$ cat config.mk
export PLATFORM = sky130hd
export DESIGN_NAME = fetch_unit
export DESIGN_NICKNAME = d
export VERILOG_FILES = /design/src/rtl/fetch_pkg.sv /design/src/rtl/fetch_fifo.sv /design/src/rtl/fetch_unit.sv
export SDC_FILE = /design/constraint.sdc
export NUM_CORES = 1
export LEC_CHECK = 0
export CAP_MARGIN = 20
export CORE_MARGIN = 2
export CORE_UTILIZATION = 40
export CTS_CLUSTER_DIAMETER = 80
export CTS_CLUSTER_SIZE = 16
export DETAILED_ROUTE_END_ITERATION = 10
export PLACE_DENSITY_LB_ADDON = 0.08
export SLEW_MARGIN = 20
export SYNTH_ARGS = -nofsm -noshare
export SYNTH_HDL_FRONTEND = slang
export SYNTH_SLANG_ARGS = --single-unit
$ cat constraint.sdc
create_clock -name clk -period 2.04 [get_ports clk]
set_input_delay 0.408 -clock clk [delete_from_list [all_inputs] [get_ports clk]]
set_output_delay 0.408 -clock clk [all_outputs]
set_load 0.02 [all_outputs]
$ cat src/rtl/fetch_pkg.sv
// Shared types and constants for the instruction-fetch unit.
package fetch_pkg;

  localparam int unsigned WORD_BYTES = 4;
  localparam int unsigned ADDR_W     = 32;

  typedef enum logic [1:0] {
    StIdle,
    StSetup,
    StWait,
    StFlush
  } fetch_state_e;

endpackage

$ cat src/rtl/fetch_fifo.sv
// Small {pc, instr} FIFO between fetch and decode. Flush beats push and pop.
module fetch_fifo
  import fetch_pkg::*;
#(
  parameter  int unsigned Depth = 2,
  localparam int unsigned CntW  = $clog2(Depth) + 1
) (
  input  logic              clk,
  input  logic              rst_n,
  input  logic              push_i,
  input  logic [ADDR_W-1:0] push_pc_i,
  input  logic [31:0]       push_instr_i,
  input  logic              pop_i,
  input  logic              flush_i,
  output logic [ADDR_W-1:0] head_pc_o,
  output logic [31:0]       head_instr_o,
  output logic [CntW-1:0]   count_o,
  output logic              full_o,
  output logic              empty_o
);

  localparam int unsigned PtrW = $clog2(Depth);
  localparam logic [CntW-1:0] DepthCnt = CntW'(Depth);

  logic [PtrW-1:0]   wr_q, rd_q;
  logic [CntW-1:0]   cnt_q;
  logic [ADDR_W-1:0] pc_mem_q    [Depth];
  logic [31:0]       instr_mem_q [Depth];
  logic              do_push, do_pop;

  // A push at full is legal only together with a pop (slot freed this cycle).
  assign do_pop  = pop_i && (cnt_q != '0);
  assign do_push = push_i && ((cnt_q != DepthCnt) || do_pop);

  // Pointer, count and storage update; Depth is a power of two so pointers wrap naturally.
  always_ff @(posedge clk or negedge rst_n) begin
    if (!rst_n) begin
      wr_q  <= '0;
      rd_q  <= '0;
      cnt_q <= '0;
      for (int unsigned i = 0; i < Depth; i++) begin
        pc_mem_q[i]    <= '0;
        instr_mem_q[i] <= '0;
      end
    end else if (flush_i) begin
      wr_q  <= '0;
      rd_q  <= '0;
      cnt_q <= '0;
    end else begin
      if (do_push) begin
        pc_mem_q[wr_q]    <= push_pc_i;
        instr_mem_q[wr_q] <= push_instr_i;
        wr_q              <= wr_q + 1'b1;
      end
      if (do_pop) begin
        rd_q <= rd_q + 1'b1;
      end
      if (do_push && !do_pop) begin
        cnt_q <= cnt_q + 1'b1;
      end else if (do_pop && !do_push) begin
        cnt_q <= cnt_q - 1'b1;
      end
    end
  end

  assign head_pc_o    = pc_mem_q[rd_q];
  assign head_instr_o = instr_mem_q[rd_q];
  assign count_o      = cnt_q;
  assign full_o       = (cnt_q == DepthCnt);
  assign empty_o      = (cnt_q == '0);

endmodule

$ cat src/rtl/fetch_unit.sv
// Instruction-fetch initiator: toggle-handshake word reads, redirect handling,
// and a small instruction buffer toward decode.
module fetch_unit
  import fetch_pkg::*;
#(
  parameter logic [31:0] RESET_PC    = 32'h0000_0000,
  parameter int unsigned FIFO_DEPTH  = 2,
  parameter int unsigned SYNC_STAGES = 2
) (
  input  logic        clk,
  input  logic        rst_n,
  output logic [31:0] memAddrOut,
  output logic        triggerOut,
  input  logic [31:0] memDataIn,
  input  logic        ackIn,
  input  logic        redirectIn,
  input  logic [31:0] redirectPc,
  output logic [31:0] instrOut,
  output logic [31:0] pcOut,
  output logic        validOut,
  input  logic        decodeReadyIn,
  output logic        busyOut
);

  localparam int unsigned CntW = $clog2(FIFO_DEPTH) + 1;
  localparam logic [CntW-1:0] DepthCnt = CntW'(FIFO_DEPTH);

  fetch_state_e      state_q, state_d;
  logic [ADDR_W-1:0] pc_q, pc_d;
  logic [ADDR_W-1:0] addr_q, addr_d;
  logic              trig_q, trig_d;
  logic [SYNC_STAGES-1:0] sync_q;
  logic              ack_last_q;
  logic              ack_edge;

  logic              push, pop, flush;
  logic [CntW-1:0]   count;
  logic [CntW-1:0]   cnt_after_push;
  logic              full, empty;

  assign ack_edge = sync_q[SYNC_STAGES-1] ^ ack_last_q;

  // Redirect flushes the buffer, so a same-cycle pop is dropped.
  assign pop   = !empty && decodeReadyIn && !redirectIn;
  assign flush = redirectIn;
  assign cnt_after_push = count + CntW'(1) - CntW'(pop);

  // Ack synchronizer plus previous-value register for toggle detection.
  always_ff @(posedge clk or negedge rst_n) begin
    if (!rst_n) begin
      sync_q     <= '0;
      ack_last_q <= 1'b0;
    end else begin
      sync_q     <= {sync_q[SYNC_STAGES-2:0], ackIn};
      ack_last_q <= sync_q[SYNC_STAGES-1];
    end
  end

  // Next-state, PC, trigger and push decisions.
  always_comb begin
    state_d = state_q;
    pc_d    = pc_q;
    trig_d  = trig_q;
    push    = 1'b0;
    if (redirectIn) begin
      pc_d = redirectPc & 32'hFFFF_FFFC;
      case (state_q)
        // An ack landing with the redirect consumes the outstanding request.
        StWait, StFlush: state_d = ack_edge ? StSetup : StFlush;
        default:         state_d = StSetup;
      endcase
    end else begin
      unique case (state_q)
        StIdle: begin
          if (!full) state_d = StSetup;
        end
        StSetup: begin
          trig_d  = ~trig_q;
          state_d = StWait;
        end
        StWait: begin
          if (ack_edge) begin
            push    = 1'b1;
            pc_d    = pc_q + ADDR_W'(WORD_BYTES);
            state_d = (cnt_after_push < DepthCnt) ? StSetup : StIdle;
          end
        end
        StFlush: begin
          if (ack_edge) state_d = StSetup;
        end
      endcase
    end
  end

  // Address is loaded only on entry to SETUP and held through WAIT/FLUSH.
  always_comb begin
    addr_d = addr_q;
    if (state_d == StSetup) addr_d = {2'b00, pc_d[ADDR_W-1:2]};
  end

  // FSM and request-side registers.
  always_ff @(posedge clk or negedge rst_n) begin
    if (!rst_n) begin
      state_q <= StIdle;
      pc_q    <= RESET_PC;
      addr_q  <= {2'b00, RESET_PC[31:2]};
      trig_q  <= 1'b0;
    end else begin
      state_q <= state_d;
      pc_q    <= pc_d;
      addr_q  <= addr_d;
      trig_q  <= trig_d;
    end
  end

  fetch_fifo #(
    .Depth (FIFO_DEPTH)
  ) u_fifo (
    .clk          (clk),
    .rst_n        (rst_n),
    .push_i       (push),
    .push_pc_i    (pc_q),
    .push_instr_i (memDataIn),
    .pop_i        (pop),
    .flush_i      (flush),
    .head_pc_o    (pcOut),
    .head_instr_o (instrOut),
    .count_o      (count),
    .full_o       (full),
    .empty_o      (empty)
  );

  assign memAddrOut = addr_q;
  assign triggerOut = trig_q;
  assign validOut   = !empty;
  assign busyOut    = (state_q == StWait) || (state_q == StFlush);

endmodule

-- Yosys cells after proc, flatten, opt, wreduce, memory -nomap -nowiden
Cells that the tools add are included.
Widths: inputs -> output; s select.
- bits in registers: 200
- input port bits: 69
- output and inout bits: 99
- word-level logic and storage cells: 91
- $add $sub $neg: 6
- order comparisons: 4
- eq/ne operators: 6
- muxes and demuxes: 31
- bitwise gates (word level): 5
- reduce and logical (&&, ||, !) cells: 25
- operators by type and width (operator ; count):
    $mux 32 ; 10
    $bwmux 64 ; 2
    $add 32x3->32 const B ; 1
    $demux 32 s1 ; 1
    $mux 2 ; 9
    $reduce_bool 2->1 ; 5
    $mux 1 ; 8
    $pmux 2 s4 ; 1
    $logic_and 1x1->1 ; 7
    $eq 2x2->1 const B ; 3
    $reduce_and 2->1 ; 3
    $eq 2x1->1 const B ; 2
    $ge 2x2->1 const B ; 2
    $logic_not 1->1 ; 4
    $logic_not 2->1 ; 2
    $not 1->2 ; 2
    $reduce_bool 3->1 ; 1
    $add 1x1->1 const B ; 2
    $add 2x1->2 const B ; 1
    $logic_or 1x1->1 ; 2
    $lt 2x1->1 const B ; 1
    $lt 2x2->1 const B ; 1
    $ne 2x2->1 const B ; 1
    $not 1->1 ; 2
    other kinds (4) ; 4

-- Depth between registers and ports, before layout
Gate-level depths: netlist of the first run.
- depth in word-level cells: 12
- mapped depth: 9
- depth with buffers taken out: 7

-- Modules after synthesis
A second synthesis of the first run with hierarchy kept.
- cell total of the unflattened synthesis: 678
- area total of the unflattened synthesis: 9263.9 sq um
- modules (own cells, without submodules) (module ; times used ; cells each ; area an instance (sq um) ; sequential area each (sq um)):
    fetch_fifo ; 1 ; 365 ; 5914.4 ; 3303.2
    fetch_unit ; 1 ; 313 ; 3349.5 ; 1651.6

-- Worst setup path before layout of the first run
Ideal clock, no wire load.
- path kind: flip-flop to flip-flop
- start: register pc_q[11]
- end: register addr_q[25] (netlist: memAddrOut[25])
- arrival time: 2105 ps
- data required time: 1915 ps
- slack: -190 ps
- cell stages (with the launch flop): 7
- path buffers: 1
- period minus slack after synthesis: 2230 ps
- cells stage by stage: dfrtp_1 -> nand4_4 -> or4_4 -> buf_6 -> o311a_1 -> a221o_1 -> mux2_4
- longest elaborated chain between the ends: 4
- ends and longest elaborated chain (element ; line ; RTL):
    from (decl) ; fetch_unit.sv:29 ; logic [ADDR_W-1:0] pc_q, pc_d;
    from (signal assigned) ; fetch_unit.sv:110 ; pc_q <= pc_d;
    $add 32x3->32 ; fetch_unit.sv:84 ; pc_d = pc_q + ADDR_W'(WORD_BYTES);
    $mux 32 ; fetch_unit.sv:82 ; if (ack_edge) begin
    $mux 32 ; fetch_unit.sv:73 ; unique case (state_q)
    $mux 32 ; fetch_unit.sv:65 ; if (redirectIn) begin
    named net pc_d[27] ; fetch_unit.sv:29 ;
    to (signal assigned) ; fetch_unit.sv:106 ; addr_q <= {2'b00, RESET_PC[31:2]};
    to (signal assigned) ; fetch_unit.sv:111 ; addr_q <= addr_d;
    to (decl) ; fetch_unit.sv:30 ; logic [ADDR_W-1:0] addr_q, addr_d;
The timed path passes the listed nets, and every way through them passes these cells. The select of a mux whose other input is x is not followed.
A chain may end at the register's enable or synchronous reset.

-- Final worst setup path of the first run
- start: register sync_q[1]
- end: register addr_q[25] (netlist: memAddrOut[25])
- elaborated cells on any way between the ends: 11
- RTL lines (element ; line ; RTL):
    from (decl) ; fetch_unit.sv:32 ; logic [SYNC_STAGES-1:0] sync_q;
    from (signal assigned) ; fetch_unit.sv:54 ; sync_q <= {sync_q[SYNC_STAGES-2:0], ackIn};
    $xor 1x1->1 ; fetch_unit.sv:41 ; assign ack_edge = sync_q[SYNC_STAGES-1] ^ ack_last_q;
    $mux 32 ; fetch_unit.sv:82 ;
    $mux 32 ; fetch_unit.sv:73 ;
    $mux 32 ; fetch_unit.sv:65 ;
    named net pc_d[27] ; fetch_unit.sv:29 ;
The timed path passes the listed nets, and every way through them passes these cells. The select of a mux whose other input is x is not followed.

==> out/qor_table.md, run 1 <==
| Parameter | Reported |
| --- | --- |
| Final critical-path share of the clock period | 108.2% |
| Highest layer used for signal routing | met4 |
| Clock tree from TritonCTS | yes |
| CTS root buffer | clkbuf_16 |
| Max-cap violations | 0 |
| Cells after Synth | 684 |
| Unrepaired setup endpoints after global routing | true |
| Worst EP arrival | 2520 ps |
| Util after Layout | 63.79% |
| Post-route antenna net violation count | 0 |
| Maximum ir drop on the vdd rail | 0.8518 mV |
| Result of the run | complete, but fails checks |
| Clock skew | 11.48 ps |
| Violations in the final reports | setup timing |
| Global-route congestion overflow total | 0 |
| Area post-placement | 11400 sq um |
| Top flip-flop cell by instance count after synthesis | dfrtp_1 |
| Antenna violations before repair | 1 |
| Number of input and output port buffers inserted | 161 |
| Proportion of register bits with asynchronous set or reset after synthesis | 100.0% |
| Clock insertion delay at the later pin of the skew report | 430 ps |
| Tot GR Track Use | 21.50% |
| Violation count after the first detailed-route iteration | 329 |
| CTS clock-pin slew for the worst setup and hold paths | 70 ps |
| Core area | 21820 sq um |
| Net total in the final layout | 1030 |
| Die span in y | 153.0 um |
| Leakage Power | 6.435 nW |
| Number of primary I/O pins | 168 |
| Via count | 6678 |
| Min Clock Period, post-route | 2208 ps |
| Power per Cell Area | 1304 nW/um^2 |
| Final setup fails | 91 |
| Routed wire per std cell | 21.12 um |
| H-Tree Depth | 4 |
| Total number of yosys warnings | 0 |
| Final GP Congestion | 0.8455 |
| Die footprint | 23420 sq um |
| Fraction of synthesized cell area taken by the top area cell type | 54.63% |
| Cells taking the most area after synthesis | dfrtp_1 55%, mux2_2 26%, nand2_1 1.9% |
| Type of the worst setup path | register to register |
| Worst Slack Setup Final | -167.8 ps |
| Number of pins with negative max-slew slack in the final report | 0 |
| Layout cells sized above 1 | 50.98% |
| Standard-cell rows | 54 |
| Number of enable flip-flop cells after synthesis | 0 |
| Syn Area/Cell | 12.99 sq um |
| Netlist Area Pre-Place | 8886 sq um |
| Post-Route Setup TNS | -5275 ps |
| Required arrival time at the worst endpoint | 2350 ps |
| TritonCTS Sinks | 194 |
| Met3 Wirelength | 1086 um |
| Wire length the detailed router placed on met1 | 11770 um |
| Relative area change from synthesis to final layout | 56.66% |
| Most common cell after layout, fill and taps aside | dfrtp_1 |
| Vias in the first global route | 7137 |
| Initial core utilization | 40.72% |
| Endpoints failing hold | 0 |
| Commonest cells after routing, fill and taps aside | 191 x dfrtp_1, 142 x mux2_4, 95 x clkdlybuf4s50_1, 71 x buf_6 |
| Largest fanout on the critical path | 5 |
| DR pass1 iterations | 5 |
| Unique cell type count in the Yosys netlist | 54 |
| Classification of the worst-slack hold path | register to register |
| Share of the yosys chip area belonging to registers | 54.63% |
| Aggregate routed wire length | 26450 um |
| Startpoint class of the critical path | register |
| Dominant cell type by area after synthesis | dfrtp_1 |
| Met2 Routed Length | 13200 um |
| Flop and latch count out of synthesis | 194 |
| Maximum root-to-sink buffer count | 2 |
| Estimated wirelength of the detail-placed design | 15650 um |
| Endpoint type of the worst setup path | register |
| X dimension of the die | 153.0 um |
| Global-route wire length before repair | 39730 um |
| CTS Buf Count | 17 |
| Count of unresolved DRC violations after routing | 0 |
| Largest net degree at the start of global routing | 55 |
| Area of all placed cells without fillers | 13920 sq um |
| Achievable clock frequency | 452.9 MHz |
| Vias per cell | 5.334 |
[area by class of cell]
type                       instances  area (sq um)
sequential                       194          4858
multi-input combinational        441          4692
tap                              280         350.3
inverter                           8         30.03
fill                            1586          7903
timing repair buffer             296          3398
antenna                            1         2.502
clock inverter                    10         125.1
clock buffer                      22         464.2
[per-layer routing]
metal  vias to the layer above  track usage, %
met4                         0           6.261
met1                      3454           28.29
li1                       3015               -
met3                        26           3.629
met2                       183           36.63
met5                         -               0
[flip-flops by register name, indices dropped and copies added, names as in the netlist]
register            cells
u_fifo.rd_q             1
triggerOut              1
sync_q                  2
ack_last_q              1
u_fifo.wr_q             1
u_fifo.instr_mem_q     64
u_fifo.pc_mem_q        60
state_q                 2
u_fifo.count_o          2
memAddrOut             30
pc_q                   30
[synth_stat cells (3+ instances only)]
library cell  count
xnor2_1          18
a22oi_1           3
clkbuf_1         18
nand3_1          16
nor2_1           24
a311oi_1          3
dfrtp_1         194
o211ai_1          3
o311a_1           3
nand3b_1          3
nor2b_1           8
inv_1             8
nor3b_1           3
or4_1             4
nand4_1           8
ha_1              3
mux2_2          209
a221o_1           3
a31oi_1           4
nand2_1          46
buf_1             8
mux2i_1           5
buf_2             7
nor3_1           10
nor4_1           10
buf_6             3
buf_4             6
o21ai_0          18
[worst paths after layout]
| kind | slack, ps | to | start | depth (start not counted) |
|---|---|---|---|---|
| worst max-delay path | -170 | memAddrOut[25]$_DFFE_PN0N_ | sync_q[1]$_DFF_PN0_ | 5 |
| worst min-delay path | 350 | sync_q[1]$_DFF_PN0_ | sync_q[0]$_DFF_PN0_ | 0 |
| worst max register to register | -170 | memAddrOut[25]$_DFFE_PN0N_ | sync_q[1]$_DFF_PN0_ | 5 |
| worst min register to register | 350 | sync_q[1]$_DFF_PN0_ | sync_q[0]$_DFF_PN0_ | 0 |
| max in group asynchronous | 850 | pc_q[22]$_DFF_PN0_ | rst_n | 3 |
| min in group asynchronous | 510 | u_fifo.instr_mem_q[3]$_DFFE_PN0P_ | rst_n | 2 |
[worst max-delay path, cell delays in order (launching register included)]
cell and delay [ps]:
dfrtp_1 410, xnor2_2 170, or4_4 620, o311a_1 320, a221o_1 300, mux2_4 270
[logic make-up after synthesis]
group / after synthesis / share of synthesized area, %
flops: 194 / 54.63
simple gates: 149 / 8.758
xor+xnor: 18 / 1.774
fa+ha+maj: 3 / 0.4225
compound gates: 52 / 4.126
buf+inv: 52 / 3.027
other cells: 1 / 0.04220
mux: 215 / 27.22
[metrics by stage]
step / cells / hold slack (ps) / power [mW] / setup WS [ps]
global route: 1252 / 367.5 / 18.96 / -229.2
floorplan: 687 / 112.4 / 9.473 / -94.11
detailed placement: 1163 / 336.2 / 12.83 / -383.3
global placement: 1163 / 338.3 / 12.64 / -401.2
finish: 1252 / 349.5 / 18.15 / -167.8
CTS: 1236 / 352.5 / 16.93 / -162.0
[power by group]
group / switching (mW) / total (mW) / internal, mW
sequential: 0.699 / 5.67 / 4.97
combinational: 3.87 / 9.11 / 5.25
clock: 1.48 / 3.37 / 1.89
[repair_timing]
item,CTS,global route
gates cloned,12,8
setup endpoints to repair,175,222
hold buffers,1,0
hold endpoints to repair,50,0
buffers inserted,30,15
resized for setup,383,246
pin swaps,21,19
Power figures use the tool's default switching activity.
==> inputs of run 2 (changes only) <==
- TNS_END_PERCENT: unset -> 10
==> run 2 against run 1 <==
Effect of this change: the flow finishes with violations (hold timing, setup timing); sequential power down 0.7%; wire length decreased by 8.7%; global-route usage is 1.1 points lower; final cell count is 2.2% lower; first-iteration DRC count down 10%; die area stayed put; count of clock-buffer cells in the layout shrank 5; clock skew rose by 3.3 ps; via count down 2.7%; largest cell class unchanged.
==> out/qor_table.md, run 2 (same netlist as run 1, synthesis figures left out) <==
| Parameter | Reported | Change |
| --- | --- | --- |
| Result of the run | complete, but fails checks |  |
| Violations in the final reports | hold timing, setup timing |  |
| Number of pins with negative max-slew slack in the final report | 0 | unchanged |
| Violation count after the first detailed-route iteration | 295 | -10% |
| Relative slew margins | 53.46% |  |
| Type of the worst setup path | register to register |  |
| H-Tree Depth | 4 | unchanged |
| Die footprint | 23420 sq um | unchanged |
| Filler Cells Inserted | 1764 | +11% |
| Number of flip-flops in the largest register | 64 | unchanged |
| Via count | 6495 | -2.7% |
| Number of input and output port buffers inserted | 161 | unchanged |
| Final GP Congestion | 0.8175 | -3.3% |
| Overall Power | 17.31 mW | -4.7% |
| Die span in y | 153.0 um | unchanged |
| Vias per cell | 5.306 | -0.52% |
| Leakage Power | 5.903 nW | -8.3% |
| Largest fanout on the critical path | 7 | +2 |
| TritonCTS Sinks | 194 | unchanged |
| Antenna fix cells | 0 | -1 |
| CTS Buf Count | 17 | unchanged |
| Initial core utilization | 40.72% | unchanged |
| Layout cells sized above 1 | 48.52% | -2.5 points |
| Aggregate routed wire length | 24150 um | -8.7% |
| Biggest regs | u_fifo.instr_mem_q (64), u_fifo.pc_mem_q (60) |  |
| Setup slack of the worst register-to-register path | -160 ps | about the same |
| Worst EP arrival | 2530 ps | about the same |
| Top register by number of flip-flops | u_fifo.instr_mem_q |  |
| Slew at the pin closest to its max-slew limit | 698.1 ps |  |
| Unrepaired setup endpoints after global routing | true |  |
| Global-route wire length before repair | 37650 um | -5.2% |
| CTS root buffer | clkbuf_16 |  |
| FF-to-FF path depth | 5 | unchanged |
| Number of placed cells counting well taps | 1166 | +0.26% |
| Core area | 21820 sq um | unchanged |
| Net total in the final layout | 1003 | -2.6% |
| Clock insertion delay at the later pin of the skew report | 450 ps | +20 ps |
| DR pass1 iterations | 4 | -1 |
| Tot GR Track Use | 20.40% | -1.1 points |
| Startpoint class of the critical path | register |  |
| Non-filler cells in the finished layout | 1224 | -2.2% |
| Commonest cells after routing, fill and taps aside | 191 x dfrtp_1, 127 x mux2_2, 95 x clkdlybuf4s50_1, 83 x mux2_4, 75 x buf_4 |  |
| Classification of the worst-slack hold path | input pin to asynchronous set/reset pin |  |
| Achievable clock frequency | 454.1 MHz | +0.26% |
| Global-route congestion overflow total | 0 | unchanged |
| Maximum root-to-sink buffer count | 2 | unchanged |
| Max-cap violations | 0 | unchanged |
| Most common cell after layout, fill and taps aside | dfrtp_1 |  |
| Vias in the first global route | 6990 | -2.1% |
| Endpoints failing hold | 3 | +3 |
| Routed wire per std cell | 19.73 um | -6.6% |
| Largest net degree at the start of global routing | 77 | +40% |
| Number of primary I/O pins | 168 | unchanged |
| Clock skew | 14.80 ps | +3.326 ps |
| Standard-cell rows | 54 | unchanged |
| Power per Cell Area | 1342 nW/um^2 | +2.9% |
| Estimated wirelength of the detail-placed design | 15450 um | -1.3% |
| CTS clock-pin slew for the worst setup and hold paths | 80 ps | about the same |
| X dimension of the die | 153.0 um | unchanged |
| Maximum ir drop on the vdd rail | 0.6800 mV | -20% |
| Endpoint type of the worst setup path | register |  |
| Final critical-path share of the clock period | 107.9% | -0.28 points |
| Worst Setup SP | state_q[0]$_DFF_PN0_ |  |
| Antenna violations before repair | 0 | -1 |
| Final setup fails | 117 | +29% |
| Count of unresolved DRC violations after routing | 0 | unchanged |
| RR Startpoint | state_q[0]$_DFF_PN0_ |  |
| Required arrival time at the worst endpoint | 2370 ps | +20 ps |
| Post-route antenna net violation count | 0 | unchanged |
| Min Clock Period, post-route | 2202 ps | -5.770 ps |
| Relative area change from synthesis to final layout | 45.13% |  |
| Clock tree from TritonCTS | yes |  |
| R2r endpoint | memAddrOut[27]$_DFFE_PN0N_ |  |
| Worst Slack Setup Final | -162.0 ps | +5.770 ps |
| Final-layout worst hold slack | -15.27 ps | -364.7 ps |
-- run 2: worst max-delay path by stage --
stage / slack [ps] / end / cells past startpoint
floorplan: -100 / memAddrOut[25]$_DFFE_PN0N_ / 5
global placement: -400 / memAddrOut[4]$_DFFE_PN0N_ / 6
detailed placement: -490 / memAddrOut[6]$_DFFE_PN0N_ / 6
CTS: -250 / memAddrOut[27]$_DFFE_PN0N_ / 6
global route: -220 / memAddrOut[27]$_DFFE_PN0N_ / 5
finish: -160 / memAddrOut[27]$_DFFE_PN0N_ / 5
-- run 2: timing repair --
action                                  in CTS  in global routing
resized for setup                          320                142
endpoints found under the setup margin     210                219
gates cloned                                 5                  2
pin swaps                                    8                 10
hold buffers                                 0                  0
buffers inserted                            15                  5
-- run 2: metrics by stage --
stage | utilization [%] | hold WS (ps) | instance area, sq um | setup slack (ps) | setup TNS, ps
2_1_floorplan | - | 112.4 | 8920 | -98.23 | -10270
3_3_place_gp | 52.31 | 336.5 | 11420 | -401.2 | -31630
3_5_place_dp | 52.31 | 334.7 | 11420 | -487.0 | -38370
4_1_cts | 56.14 | 19.99 | 12250 | -249.1 | -4363
5_1_grt | 59.09 | 42.43 | 12900 | -215.7 | -17280
6_report | 59.09 | -15.27 | 12900 | -162.0 | -5176
-- run 2: metal layers --
| metal | up-vias | GRT usage [%] | share of wire, % |
|---|---|---|---|
| li1 | 2977 | - | - |
| met1 | 3307 | 26.17 | 44 |
| met4 | 0 | 6.922 | 2.2 |
| met3 | 37 | 4.253 | 4.1 |
| met5 | - | 0 | 0 |
| met2 | 174 | 34.46 | 49 |
-- run 2: worst max-delay path: stages, from the launching register on --
cell and delay, ps:
dfrtp_1 390, nand4b_1 220, or4_4 590, o311a_1 320
a221o_1 300, mux2_4 260
-- run 2: cell type report --
class,instances,area (sq um),area share [%]
Multi-Input combinational cell,441,4357,33.78
Timing Repair Buffer,269,2701,20.95
Tap cell,280,350.3,2.717
Sequential cell,194,4858,37.67
Clock buffer,17,425.4,3.299
Clock inverter,15,173.9,1.349
Inverter,8,30.03,0.2329
-- run 2: power by group --
part           internal, mW  total, mW  leakage, nW  switching (mW)
Sequential             4.97       5.63         2.47           0.665
Clock                  1.75       3.37        0.283            1.62
Combinational          4.64       8.31         3.15            3.67
Total                  11.4       17.3         5.90            5.95
==> inputs of run 3 (changes only) <==
- RECOVER_POWER: unset -> 25
==> run 3 against run 2 <==
Effect of this change: the flow finishes with violations (setup timing); count of clock-buffer cells in the layout stayed put; clock power hardly changed; via count hardly changed; critical path depth is the same; critical endpoint unchanged; highest routed layer unchanged.
==> out/qor_table.md, run 3 (same netlist as run 1, synthesis figures left out) <==
| Parameter | Reported | Change |
| --- | --- | --- |
| Clock skew | 14.80 ps | -0.0002000 ps |
| Clock tree from TritonCTS | yes |  |
| TritonCTS Sinks | 194 | unchanged |
| Aggregate routed wire length | 24140 um | about the same |
| FF-to-FF path depth | 5 | unchanged |
| Global-route congestion overflow total | 0 | unchanged |
| Via count | 6499 | +0.062% |
| Endpoint type of the worst setup path | register |  |
| CTS Buf Count | 17 | unchanged |
| RR Startpoint | state_q[0]$_DFF_PN0_ |  |
| CTS clock-pin slew for the worst setup and hold paths | 80 ps | about the same |
| Maximum ir drop on the vdd rail | 0.6800 mV | about the same |
| Net total in the final layout | 1003 | unchanged |
| Unrepaired setup endpoints after global routing | true |  |
| CTS root buffer | clkbuf_16 |  |
| Tot GR Track Use | 20.40% | unchanged |
| Worst Setup SP | state_q[0]$_DFF_PN0_ |  |
| Endpoints failing hold | 0 | -3 |
| Number of input and output port buffers inserted | 161 | unchanged |
| Post-route antenna net violation count | 0 | unchanged |
| Result of the run | complete, but fails checks |  |
| Most common cell after layout, fill and taps aside | dfrtp_1 |  |
| Startpoint class of the critical path | register |  |
| Required arrival time at the worst endpoint | 2370 ps | about the same |
| Final setup fails | 115 | -1.7% |
| Number of primary I/O pins | 168 | unchanged |
| Classification of the worst-slack hold path | input pin to asynchronous set/reset pin |  |
| Number of pins with negative max-slew slack in the final report | 0 | unchanged |
| Worst EP arrival | 2530 ps | about the same |
| Count of unresolved DRC violations after routing | 0 | unchanged |
| Placement-stage worst setup slack | -487.0 ps | unchanged |
| Commonest cells after routing, fill and taps aside | 191 x dfrtp_1, 127 x mux2_2, 94 x clkdlybuf4s50_1, 83 x mux2_4, 75 x buf_4 |  |
| DR pass1 iterations | 4 | unchanged |
| Violation count after the first detailed-route iteration | 295 | unchanged |
| Achievable clock frequency | 454.1 MHz | about the same |
| Seq pwr share | 32.5% | about the same |
| Power per Cell Area | 1343 nW/um^2 | about the same |
| Slew at the pin closest to its max-slew limit | 1189 ps | +490.6 ps |
| Post-Route Setup TNS | -5141 ps | +34.32 ps |
| Net Switching | 5.953 mW | about the same |
| Overall Power | 17.31 mW | about the same |
| Initial core utilization | 40.72% | unchanged |
| Antenna violations before repair | 0 | unchanged |
| Maximum root-to-sink buffer count | 2 | unchanged |
| Worst Slack Setup Final | -161.9 ps | +0.06700 ps |
| X dimension of the die | 153.0 um | unchanged |
| Share of power burned in combinational logic | 48.0% | about the same |
| Routed wire per std cell | 19.72 um | about the same |
| Antenna fix cells | 0 | unchanged |
| Final critical-path share of the clock period | 107.9% | about the same |
| Biggest regs | u_fifo.instr_mem_q (64), u_fifo.pc_mem_q (60) |  |
| Min Clock Period, post-route | 2202 ps | -0.06700 ps |
| Setup slack of the worst register-to-register path | -160 ps | about the same |
| Relative area change from synthesis to final layout | 45.06% | about the same |
| Standard-cell rows | 54 | unchanged |
| Die footprint | 23420 sq um | unchanged |
| Core area | 21820 sq um | unchanged |
| Violations in the final reports | setup timing |  |
| Estimated wirelength of the detail-placed design | 15450 um | unchanged |
| Top register by number of flip-flops | u_fifo.instr_mem_q |  |
| Fraction of power consumed by the clock network | 19.5% | about the same |
| Vias in the first global route | 6990 | unchanged |
| Final GP Congestion | 0.8175 | unchanged |
| Max-cap violations | 0 | unchanged |
| Relative slew margins | 20.76% | -33 points |
| Vias per cell | 5.310 | about the same |
| Largest net degree at the start of global routing | 77 | unchanged |
| H-Tree Depth | 4 | unchanged |
| Number of flip-flops in the largest register | 64 | unchanged |
| Layout cells sized above 1 | 48.52% | unchanged |
| Number of placed cells counting well taps | 1166 | unchanged |
| Switching share of total power | 34.40% | about the same |
| Type of the worst setup path | register to register |  |
| Non-filler cells in the finished layout | 1224 | unchanged |
| Global-route wire length before repair | 37650 um | unchanged |
| Leakage Power | 5.900 nW | about the same |
| Largest fanout on the critical path | 7 | unchanged |
| Clock insertion delay at the later pin of the skew report | 450 ps | about the same |
| Die span in y | 153.0 um | unchanged |
| Cell-internal power | 11.35 mW | about the same |
==> run 3: final timing paths <==
| path | endpoint |
|---|---|
| setup / recovery | memAddrOut[27]$_DFFE_PN0N_ |
| hold / removal | u_fifo.instr_mem_q[41]$_DFFE_PN0P_ |
| setup reg to reg | memAddrOut[27]$_DFFE_PN0N_ |
| hold reg to reg | sync_q[1]$_DFF_PN0_ |
| max in group asynchronous | pc_q[20]$_DFF_PN0_ |
| min in group clk | sync_q[1]$_DFF_PN0_ |
==> run 3: through the flow <==
stage / hold WS [ps] / cell area (sq um) / utilization, %
5_1_grt: 303.8 / 12890 / 59.06
6_report: 200.4 / 12890 / 59.06
3_5_place_dp: 334.7 / 11420 / 52.31
2_1_floorplan: 112.4 / 8920 / -
4_1_cts: 19.99 / 12250 / 56.14
3_3_place_gp: 336.5 / 11420 / 52.31
==> run 3: metal layers <==
layer	GRT usage, %	vias to the layer above	wire length [um]
met5	0	-	0
li1	-	2976	-
met1	26.17	3309	10670
met4	6.922	0	529
met3	4.253	37	1062
met2	34.46	177	11880
==> run 3: final cells by class <==
| cell class | count | area, sq um |
|---|---|---|
| clock buffers | 17 | 425.4 |
| clock inverters | 15 | 173.9 |
| fillers | 1766 | 8934 |
| inverters | 8 | 30.03 |
| multi-input cells | 441 | 4357 |
| flip-flops and latches | 194 | 4858 |
| well taps | 280 | 350.3 |
| repair buffers | 269 | 2695 |
==> run 3: critical path, cell delays in order, from the launching register on <==
cell      delay (ps)
dfrtp_1          390
nand4b_1         220
or4_4            590
o311a_1          320
a221o_1          300
mux2_4           260
==> run 3: power by group through the flow <==
stage	Combinational (mW)	Sequential, mW	Clock [mW]
finish	8.31	5.63	3.37
global route	8.78	5.77	3.63
CTS	7.42	5.59	3.46
detailed placement	7.11	5.65	0
global placement	7.01	5.58	0
floorplan	3.63	5.84	0
==> run 3: repair_timing <==
item                                   CTS  global route
buffers inserted                        15             5
cloned                                   5             2
pin swaps                                8            10
gates resized for setup                320           142
hold buffers                             0             0
setup endpoints to repair              210           219
endpoints found under the hold margin    0             0
